===== config.mk =====
export PLATFORM = sky130hd
export DESIGN_NAME = seq_det_ctrl
export DESIGN_NICKNAME = d
export VERILOG_FILES = /design/src/rtl/seq_det_ctrl.sv
export SDC_FILE = /design/constraint.sdc
export NUM_CORES = 1
export LEC_CHECK = 0
export BUFFER_PORTS_ARGS = -buffer_cell sky130_fd_sc_hd__buf_2
export CAP_MARGIN = 20
export CORE_MARGIN = 3
export CORE_UTILIZATION = 46
export CTS_CLUSTER_SIZE = 14
export DETAILED_ROUTE_END_ITERATION = 16
export PLACE_DENSITY = 0.66
export RECOVER_POWER = 50
export SYNTH_ARGS = -nofsm -noshare
export SYNTH_HDL_FRONTEND = slang
export SYNTH_SLANG_ARGS = --single-unit

===== constraint.sdc =====
create_clock -name clk -period 5.9 [get_ports clk]
set_clock_uncertainty 0.15 [all_clocks]
set_input_delay 0.59 -clock clk [delete_from_list [all_inputs] [get_ports clk]]
set_output_delay 0.59 -clock clk [all_outputs]
set_load 0.02 [all_outputs]

===== src/rtl/seq_det_ctrl.sv =====
// seq_det_ctrl: run controller for a programmable bit-serial pattern detector.
// Optional sticky interrupt output is enabled by defining SEQ_DET_CTRL_IRQ_EN.
module seq_det_ctrl #(
  parameter int PW = 8,
  parameter int CW = 8,
  parameter int OVERLAP = 1
) (
  input  logic                   clk,
  input  logic                   rst,
  input  logic                   cfg_we,
  input  logic [PW-1:0]          cfg_pat,
  input  logic [$clog2(PW):0]    cfg_len,
  input  logic [CW-1:0]          cfg_thresh,
  input  logic [CW-1:0]          cfg_window,
  input  logic                   start,
  input  logic                   abort,
  input  logic                   x,
  input  logic                   x_valid,
`ifdef SEQ_DET_CTRL_IRQ_EN
  input  logic                   irq_clr,
  output logic                   irq,
`endif
  output logic                   busy,
  output logic                   hit,
  output logic                   done,
  output logic                   timeout,
  output logic [CW-1:0]          match_cnt
);
  localparam int LW = $clog2(PW) + 1;
  typedef enum logic [1:0] {IDLE, RUN, DONE, TOUT} state_t;
  state_t st, nxt;
  logic [PW-1:0] pat_q;
  logic [LW-1:0] len_q;
  logic [CW-1:0] thresh_q, window_q, win;
  logic [PW-2:0] hist;
  logic [LW-1:0] seen;
  logic [PW-1:0] cand, mask;
  logic term, expire, enter, step;
  assign cand = {hist, x};
  assign mask = ~({PW{1'b1}} << len_q);
  assign step = st == RUN && x_valid && !abort;
  assign hit = step && seen >= len_q - LW'(1) && ((cand ^ pat_q) & mask) == '0;
  assign term = hit && ({1'b0, match_cnt} + (CW+1)'(1) >= {1'b0, thresh_q});
  assign expire = step && window_q != '0 && ({1'b0, win} + (CW+1)'(1) == {1'b0, window_q});
  assign enter = nxt == RUN && st != RUN;
  assign busy = st == RUN;
  assign done = st == DONE;
  assign timeout = st == TOUT;
  always_comb begin
    nxt = st;
    case (st)
      IDLE:    nxt = (start && !abort) ? RUN : IDLE;
      RUN:     nxt = abort ? IDLE : term ? DONE : expire ? TOUT : RUN;
      default: nxt = abort ? IDLE : start ? RUN : st;
    endcase
  end
  always_ff @(posedge clk or negedge rst) begin
    if (!rst) begin
      st <= IDLE;
      pat_q <= '0;
      len_q <= LW'(1);
      thresh_q <= CW'(1);
      window_q <= '0;
      hist <= '0;
      seen <= '0;
      win <= '0;
      match_cnt <= '0;
    end else begin
      st <= nxt;
      if (cfg_we && st != RUN) begin
        pat_q <= cfg_pat;
        len_q <= cfg_len == '0 ? LW'(1) : cfg_len > LW'(PW) ? LW'(PW) : cfg_len;
        thresh_q <= cfg_thresh == '0 ? CW'(1) : cfg_thresh;
        window_q <= cfg_window;
      end
      if (enter) begin
        hist <= '0;
        seen <= '0;
        win <= '0;
        match_cnt <= '0;
      end else if (step) begin
        win <= win + CW'(1);
        match_cnt <= (hit && !(&match_cnt)) ? match_cnt + CW'(1) : match_cnt;
        // non-overlapping mode restarts pattern history after every match
        hist <= (hit && OVERLAP == 0) ? '0 : cand[PW-2:0];
        seen <= (hit && OVERLAP == 0) ? '0 : (seen == LW'(PW)) ? seen : seen + LW'(1);
      end
    end
  end
`ifdef SEQ_DET_CTRL_IRQ_EN
  always_ff @(posedge clk or negedge rst) begin
    if (!rst) irq <= 1'b0;
    else irq <= ((nxt == DONE || nxt == TOUT) && nxt != st) | (irq & ~irq_clr);
  end
`endif
endmodule

==> metrics.yaml, run 1 <==
floorplan:
  die_x_um: 90.3
  start_util: 0.479
  die_h_um: 90.3
  row_count: 30
  io_pins: 47
  dieArea_um2: 8160
  fp.coreArea_um2: 6830
clock_tree:
  clkLatencyLatePin_ns: 0.33
  cts_buffers: 9
  post_cts_buffers: 0
  post_cts_resized: 0
  clockBufferDepth: 2
  cts-root-buf: "clkbuf_8"
  ctsHoldBuffers: 0
  cts_tree: "yes"
  path_clk_slew_ns: 0.06
  clkSinkCount: 57
  htreeDepth: 3
status:
  status: "complete, but fails checks"
  violations: "max-capacitance violations, max-slew violations"
timing:
  period_needed_ns: 3.22
  finalSetupTns_ns: 0
  rsz0062_at_grt: "false"
  fmax_ghz: 0.310
  final-setup-viol-count: 0
  drv_slew: 91
  slew-limit-headroom: -1.03
  period_share: 0.546
  finalHoldViolCount: 0
  timing_worst_slew_pin_value_ns: 3.04
  fin_ws_ns: 2.68
global_route:
  grt_pass1_vias: 2444
  grt_pass1_wl_um: 11400
  grt_antenna_before_repair: 0
  grt_max_degree: 58
  grt_use_total: 0.172
  grt_overflow: 0
logic_synthesis:
  synth-edff-count: 0
  synth.ff_latch_count: 57
  synth_cell_types: 51
  seq_area_frac_synth: 0.437
  synth-main-ff-cell: "dfrtp_1"
  avgSynthCellArea_um2: 10.0
  synth_nets: 382
  yosysWarnings: 0
  synth_cells: 327
  synth_area_um2: 3270
  synth-async-reset-ratio: 1.00
place:
  gp_congestion: 0.827
  port_buffers: 46
  dp_slack_ns: 2.91
  hpwlAfterDp_um: 4820
power_and_ir_drop:
  p_leak_nw: 1.71
  power.switching_w: 0.000262
  powerDensity_nw_per_um2: 270
  p_comb_frac: 0.153
  p_seq_frac: 0.454
  switching_share: 0.256
  clockPowerShare: 0.393
  p_int_w: 0.000761
  peakVddDrop_mv: 0.156
min_path:
  worst_hold_path_type: "primary input to flop"
  min_from: "cfg_len[3]"
finish:
  antenna_cells: 0
  fillers: 649
  drive_above_1_share: 0.196
  area_growth_pct: 15.6
  fin_nets: 429
setup_path:
  cp-startpoint: "rst"
  cp-start-kind: "primary input"
  crit_chain: "buf_2 > clkbuf_1"
  end_kind: "asynchronous set/reset pin"
  critPathRequiredTime_ns: 5.51
  crit_type: "primary input to asynchronous set/reset pin"
  cp_top_family: "buffers and inverters"
  critPathSlowestCell: "clkbuf_1"
  critPathMaxStageDelay_ns: 2.13
  path_buf_inv: 2
  r2r-start: "match_cnt[2]"
  worst-path-max-fanout: 57
  arrival_ns: 2.83
drt:
  drt_first_pass_iters: 4
  drc_errors: 0
  drt-wirelength-per-cell_um: 13.8
  wl_um: 6510
  vias: 2481
  drt-vias-per-instance: 5.25
  drtIter0Drc: 105
  ant_nets: 0
flow_run:
  cap_violations: 2
[cell type report]
cell class              instances  area (µm²)  area share
clock buffers                  11         151      0.0400
repair buffers                 48         235      0.0622
clock inverters                 3        65.1      0.0172
multi-input cells             239        1710       0.452
flip-flops and latches         57        1430       0.378
well taps                      96         120      0.0318
inverters                      19        71.3      0.0189
[layer usage]
layer  up-vias  global-route usage  share of wire
li1       1240                   -              -
met1      1178               0.225           0.46
met2        53               0.277           0.49
met3        10              0.0325          0.033
met4         0              0.0778          0.015
met5         -                   0              0
[metrics by stage]
step | power [W] | util | cell area [µm²] | hold WS (ns) | instances
global placement | 0.000626 | 0.523 | 3570 | 0.307 | 459
floorplan | 0.000580 | - | 3270 | 0.144 | 327
global route | 0.00109 | 0.553 | 3780 | 0.300 | 473
CTS | 0.00104 | 0.555 | 3790 | 0.271 | 473
detailed placement | 0.000634 | 0.523 | 3570 | 0.306 | 459
finish | 0.00102 | 0.553 | 3780 | 0.286 | 473
[worst reg2reg max path, cell delays in order, from the launching register on]
cell and delay [ns]:
dfrtp_1 0.44, nand3_1 0.18, or2_1 0.32, or2_1 0.28, xnor2_1 0.14, ha_1 0.28, and3_1 0.18, a2111oi_0 0.58
o21ai_0 0.17, o21bai_1 0.18
[synthesized netlist by cell type, drive strengths merged, types with 6 or more instances]
cell,n,area share
a21oi,23,0.035
buf,6,0.012
clkbuf,6,0.0069
dfrtp,55,0.42
ha,20,0.077
inv,18,0.021
mux2,26,0.090
nand2,30,0.034
nand2b,9,0.017
nand3,11,0.017
nor2,15,0.018
nor3,9,0.014
o21ai,16,0.024
or3,7,0.013
xnor2,21,0.056
xor2,8,0.021
[power groups by stage]
stage | sequential, W | clock [W] | combinational (W)
finish | 0.000464 | 0.000401 | 0.000157
global route | 0.000470 | 0.000432 | 0.000184
CTS | 0.000465 | 0.000413 | 0.000162
detailed placement | 0.000472 | 0 | 0.000161
global placement | 0.000470 | 0 | 0.000156
floorplan | 0.000459 | 0 | 0.000121
[sequential cells by signal, indices dropped and copies added (netlist names)]
signal,count
st,2
pat_q,8
thresh_q,8
window_q,8
win,8
match_cnt,8
seen,4
len_q,4
hist,7
[final timing paths]
kind,to,slack [ns],cells past startpoint
max,thresh_q[7],2.68,2
min,len_q[0],0.29,2
max reg2reg,st[1],2.89,9
min reg2reg,thresh_q[0],0.33,2
max in group clk,hit,2.75,9
min in group asynchronous,window_q[1],1.20,2
[placed cells by master (no fill, tap or decap), types with 4 or more instances in the layout]
master / synthesis / layout
ha_1: 20 / 20
inv_1: 17 / 17
xor2_1: 8 / 8
mux2_1: 16 / 16
o21ai_0: 5 / 7
nor3_1: 9 / 9
or3_1: 7 / 7
dfrtp_1: 55 / 55
nand2_1: 30 / 30
mux2_2: 10 / 10
nand3_1: 11 / 11
nand2b_1: 9 / 9
clkbuf_8: 0 / 11
a21oi_1: 23 / 23
nor2_1: 14 / 14
xnor2_1: 21 / 21
and3_1: 4 / 4
buf_2: 1 / 44
clkbuf_1: 6 / 4
o21ai_1: 11 / 9
[cell families (layout without fill, tap and decap cells)]
| kind of cell | after synthesis | in the layout | share of synthesized area |
|---|---|---|---|
| DFF | 57 | 57 | 0.437 |
| xor gates and xnor gates | 29 | 29 | 0.0777 |
| muxes | 27 | 27 | 0.0926 |
| AOI/OAI and AO/OA | 59 | 59 | 0.107 |
| adders and majority gates | 20 | 20 | 0.0765 |
| buffers and inverters | 31 | 81 | 0.0405 |
| and+or+nand+nor | 104 | 104 | 0.169 |
(Power assumes the default switching activity.)
==> inputs of run 2 (changes only) <==
- PLACE_DENSITY: 0.66 -> 0.69
- clock period: 5.9 -> 2.93 ns (I/O delays scaled with it)
==> metrics.yaml, run 2 (synthesized netlist as in run 1, its figures left out) <==
timing:
  period_needed_ns: 2.78
  timing_worst_slew_pin_value_ns: 1.43
  final-setup-viol-count: 0
  period_share: 0.947
  finalHoldViolCount: 0
  rsz0062_at_grt: "false"
  slew-limit-headroom: 0.0473
  finalSetupTns_ns: 0
  drv_slew: 0
  fmax_ghz: 0.360
drt:
  drt-wirelength-per-cell_um: 13.3
  ant_nets: 0
  drt_first_pass_iters: 4
  wl_um: 6540
  drtIter0Drc: 116
  drt-vias-per-instance: 5.20
  drc_errors: 0
  vias: 2550
status:
  status: "completed"
power_and_ir_drop:
  p_total_w: 0.00198
  powerDensity_nw_per_um2: 509
  clockPowerShare: 0.358
  p_int_w: 0.00144
  p_comb_frac: 0.170
  power.switching_w: 0.000536
  p_leak_nw: 1.76
  p_seq_frac: 0.471
  switching_share: 0.271
  peakVddDrop_mv: 0.385
setup_path:
  r2r-start: "len_q[0]"
  r2r-end: "match_cnt[7]"
  reg2regPathDepth: 12
  arrival_ns: 2.33
  cp-start-kind: "flop"
  rrSetupSlack_ns: 0.21
  critPathRequiredTime_ns: 2.49
  critPathCapture: "hit"
  cp-startpoint: "len_q[0]"
  crit_type: "flop to output pin"
  end_kind: "output pin"
  worst-path-max-fanout: 2
floorplan:
  die_h_um: 90.3
  io_pins: 47
  row_count: 30
  fp.coreArea_um2: 6830
  start_util: 0.479
  die_x_um: 90.3
  dieArea_um2: 8160
clock_tree:
  cts_buffers: 9
  clockBufferDepth: 2
  cts_tree: "yes"
  clkSinkCount: 57
  htreeDepth: 3
  path_clk_slew_ns: 0.06
  clkLatencyLatePin_ns: 0.33
  cts-root-buf: "clkbuf_8"
flow_run:
  cap_violations: 0
place:
  port_buffers: 46
  hpwlAfterDp_um: 4940
  dpl.cell_count: 465
  gp_congestion: 0.841
global_route:
  grt_pass1_wl_um: 11400
  grt_pass1_vias: 2500
  grt_antenna_before_repair: 0
  grt_use_total: 0.170
  grt_max_degree: 28
  grt_overflow: 0
min_path:
  worst_hold_path_type: "primary input to flop"
  min_from: "cfg_window[7]"
  whs_path_depth: 2
finish:
  layout_common_cells: "dfrtp_1 (55), buf_2 (37), nand2_1 (30)"
  antenna_cells: 0
  drive_above_1_share: 0.218
  fin_nets: 444
  area_growth_pct: 19.0
  instances_no_fill: 490
  layout.cells.most_common: "dfrtp_1"
run 2: cell types whose count changed in the layout (fill, tap and decap cells not counted), moves of 2 or more:
cell and change:
buf_2 -7, clkbuf_2 +2, buf_4 +13, o21ai_1 +2
o21ai_0 -2, dlygate4sd3_1 +2, clkbuf_1 +8
run 2: layout make-up:
class,instances,area [µm²]
fillers,637,2940
multi-input cells,239,1740
flip-flops and latches,57,1430
repair buffers,63,347
clock buffers,13,149
well taps,96,120
inverters,19,71.3
clock inverters,3,40.0
run 2: how the worst min path moves through the flow:
stage / end / slack (ns)
6_report: window_q[7] / 0.02
5_1_grt: window_q[5] / 0.02
4_1_cts: window_q[7] / 0.009
3_5_place_dp: window_q[2] / 0.20
3_3_place_gp: window_q[2] / 0.18
2_1_floorplan: hist[0] / -0.15
run 2: power by group through the flow:
stage,clock [W],sequential (W),combinational [W]
3_3_place_gp,0,0.000947,0.000315
4_1_cts,0.000728,0.000935,0.000335
5_1_grt,0.000764,0.000944,0.000388
6_report,0.000709,0.000933,0.000337
2_1_floorplan,0,0.000924,0.000244
3_5_place_dp,0,0.000949,0.000328
run 2: repair_timing:
action	in CTS	in global routing
resized for setup	1	7
endpoints found under the setup margin	1	10
pin swaps	1	2
hold buffers	2	0
hold endpoints to repair	25	0
setup buffers	2	5
run 2: routing by layer:
metal	GRT usage	wire length, µm	vias to the layer above
li1	-	-	1277
met1	0.211	3020	1221
met2	0.286	3200	37
met3	0.0425	194	15
met4	0.0663	125	0
met5	0	0	-
run 2: stage by stage:
stage | utilization | hold WS, ns | worst slack (ns) | area, µm²
final | 0.570 | 0.0225 | 0.154 | 3890
after detailed placement | 0.530 | 0.195 | 0.0947 | 3620
after global placement | 0.530 | 0.184 | 0.175 | 3620
after CTS | 0.563 | 0.00866 | 0.0129 | 3850
after floorplan | - | -0.153 | 0.166 | 3270
after global routing | 0.570 | 0.0165 | 0.00966 | 3890
run 2: critical path, stage by stage, from the launching register on:
cell and delay, ns:
dfstp_2 0.53, inv_1 0.05, ha_2 0.18, ha_1 0.29, ha_1 0.28, o21ai_0 0.07
o21bai_1 0.23, nand3_2 0.14, inv_2 0.10, buf_4 0.14
==> inputs of run 3 (changes only) <==
- CORE_MARGIN: 3 -> 2
==> metrics.yaml, run 3 (synthesized netlist as in run 1, its figures left out) <==
status:
  status: "completed"
setup_path:
  critPathRequiredTime_ns: 2.49
  cp-start-kind: "flop"
  worst-path-stages: 9
  arrival_ns: 2.36
  critPathMaxStageDelay_ns: 0.56
  path_buf_inv: 3
  end_kind: "output pin"
  r2r-start: "len_q[0]"
  worst-path-max-fanout: 4
  crit_top_cell: "ha_1"
  cp-startpoint: "len_q[0]"
  r2r-end: "match_cnt[4]"
  crit_chain: "inv_1 > ha_1 > ha_1 > ha_1 > a211oi_2 > o21bai_2 > nand3_2 > clkinv_1 > buf_4"
  critPathCapture: "hit"
  reg2regPathDepth: 10
  critPathSlowestCell: "dfstp_2"
  crit_type: "flop to output pin"
  cp_top_family: "adder cells"
  rrSetupSlack_ns: 0.25
timing:
  rsz0062_at_grt: "false"
  period_needed_ns: 2.80
  finalSetupTns_ns: 0
  fmax_ghz: 0.357
  hold_ws_ns: 0.0163
  slew-limit-headroom: 0.0984
  finalHoldViolCount: 0
  period_share: 0.956
  drv_slew: 0
  final-setup-viol-count: 0
  timing_worst_slew_pin_value_ns: 1.35
finish:
  layout.cells.most_common: "dfrtp_1"
  seqCellArea_um2: 1430
  multiInputGateArea_um2: 1740
  final_area_um2: 3840
  fillers: 606
  layout_common_cells: "dfrtp_1 (54), buf_2 (35), nand2_1 (30)"
  drive_above_1_share: 0.209
  antenna_cells: 0
  fin_nets: 437
  area_growth_pct: 17.4
  fin_util: 0.562
clock_tree:
  clkLatencyLatePin_ns: 0.34
  cts_tree: "yes"
  clkSinkCount: 57
  path_clk_slew_ns: 0.06
  cts-root-buf: "clkbuf_8"
  clockBufferDepth: 2
  cts_buffers: 9
  htreeDepth: 3
min_path:
  worst_hold_path_type: "primary input to flop"
floorplan:
  dieArea_um2: 7800
  start_util: 0.479
  fp.coreArea_um2: 6830
  row_count: 30
  die_h_um: 88.3
  io_pins: 47
  die_x_um: 88.3
global_route:
  grt_overflow: 0
  grt_antenna_before_repair: 0
  grt_pass1_wl_um: 11400
  grt_max_degree: 35
  grt_pass1_vias: 2472
  grt_use_total: 0.190
power_and_ir_drop:
  p_leak_nw: 1.71
  powerDensity_nw_per_um2: 506
  peakVddDrop_mv: 0.412
flow_run:
  cap_violations: 0
drt:
  wl_um: 6650
  ant_nets: 0
  drt_first_pass_iters: 4
  vias: 2514
  drt-wirelength-per-cell_um: 13.8
  drtIter0Drc: 50
  drc_errors: 0
  drt-vias-per-instance: 5.20
place:
  hpwlAfterDp_um: 4840
  port_buffers: 46
  place_area_um2: 3600
  gp_congestion: 0.805
[run 3: cell types whose count changed in the layout (fill, tap and decap cells not counted), moves of 2 or more]
cell	change
clkinvlp_4	+2
inv_2	-2
clkinv_1	+2
buf_4	-6
o21ai_1	-2
buf_2	-2
[run 3: how the worst min path moves through the flow]
stage | start | cells past startpoint | slack (ns) | endpoint
finish | cfg_window[4] | 2 | 0.02 | window_q[4]
global route | cfg_window[3] | 2 | 0.01 | window_q[3]
CTS | cfg_window[4] | 2 | 0.005 | window_q[4]
detailed placement | rst | 1 | 0.17 | seen[0]
global placement | rst | 1 | 0.17 | seen[0]
floorplan | rst | 0 | -0.15 | hist[0]
[run 3: worst register-to-register path, stage by stage, from the launching register on]
cell and delay, ns:
dfstp_2 0.56, inv_1 0.06, ha_1 0.21, ha_1 0.29, ha_1 0.30, o21ai_2 0.06
o21bai_2 0.15, buf_4 0.14, nand4_4 0.16, or3_1 0.38, a21oi_1 0.14
[run 3: what timing repair did]
action / CTS / global route
hold buffers: 2 / 0
pin swaps: 2 / 1
buffers inserted: 1 / 1
endpoints found under the setup margin: 1 / 8
resized for setup: 2 / 9
endpoints found under the hold margin: 23 / 0
[run 3: stage by stage]
| step | total power [W] | setup slack (ns) | instances |
|---|---|---|---|
| 6_report | 0.00194 | 0.130 | 483 |
| 2_1_floorplan | 0.00117 | 0.166 | 327 |
| 3_3_place_gp | 0.00126 | 0.188 | 463 |
| 3_5_place_dp | 0.00128 | 0.0916 | 463 |
| 5_1_grt | 0.00206 | 0.00970 | 483 |
| 4_1_cts | 0.00195 | 0.00275 | 482 |
[run 3: area by class of cell]
type,instances,share of cell area
flip-flops and latches,57,0.372
repair buffers,56,0.0765
inverters,19,0.0186
clock inverters,5,0.00782
well taps,96,0.0313
clock buffers,11,0.0394
multi-input cells,239,0.454
[run 3: report_power, final]
| group | internal [W] | switching, W |
|---|---|---|
| registers | 0.000861 | 0.0000749 |
| logic | 0.000171 | 0.000176 |
| clock network | 0.000348 | 0.000314 |
[run 3: metal layers]
metal,track usage,wire [µm]
met5,0,0
met2,0.316,3240
met4,0.0537,74
met1,0.241,3070
met3,0.0578,260
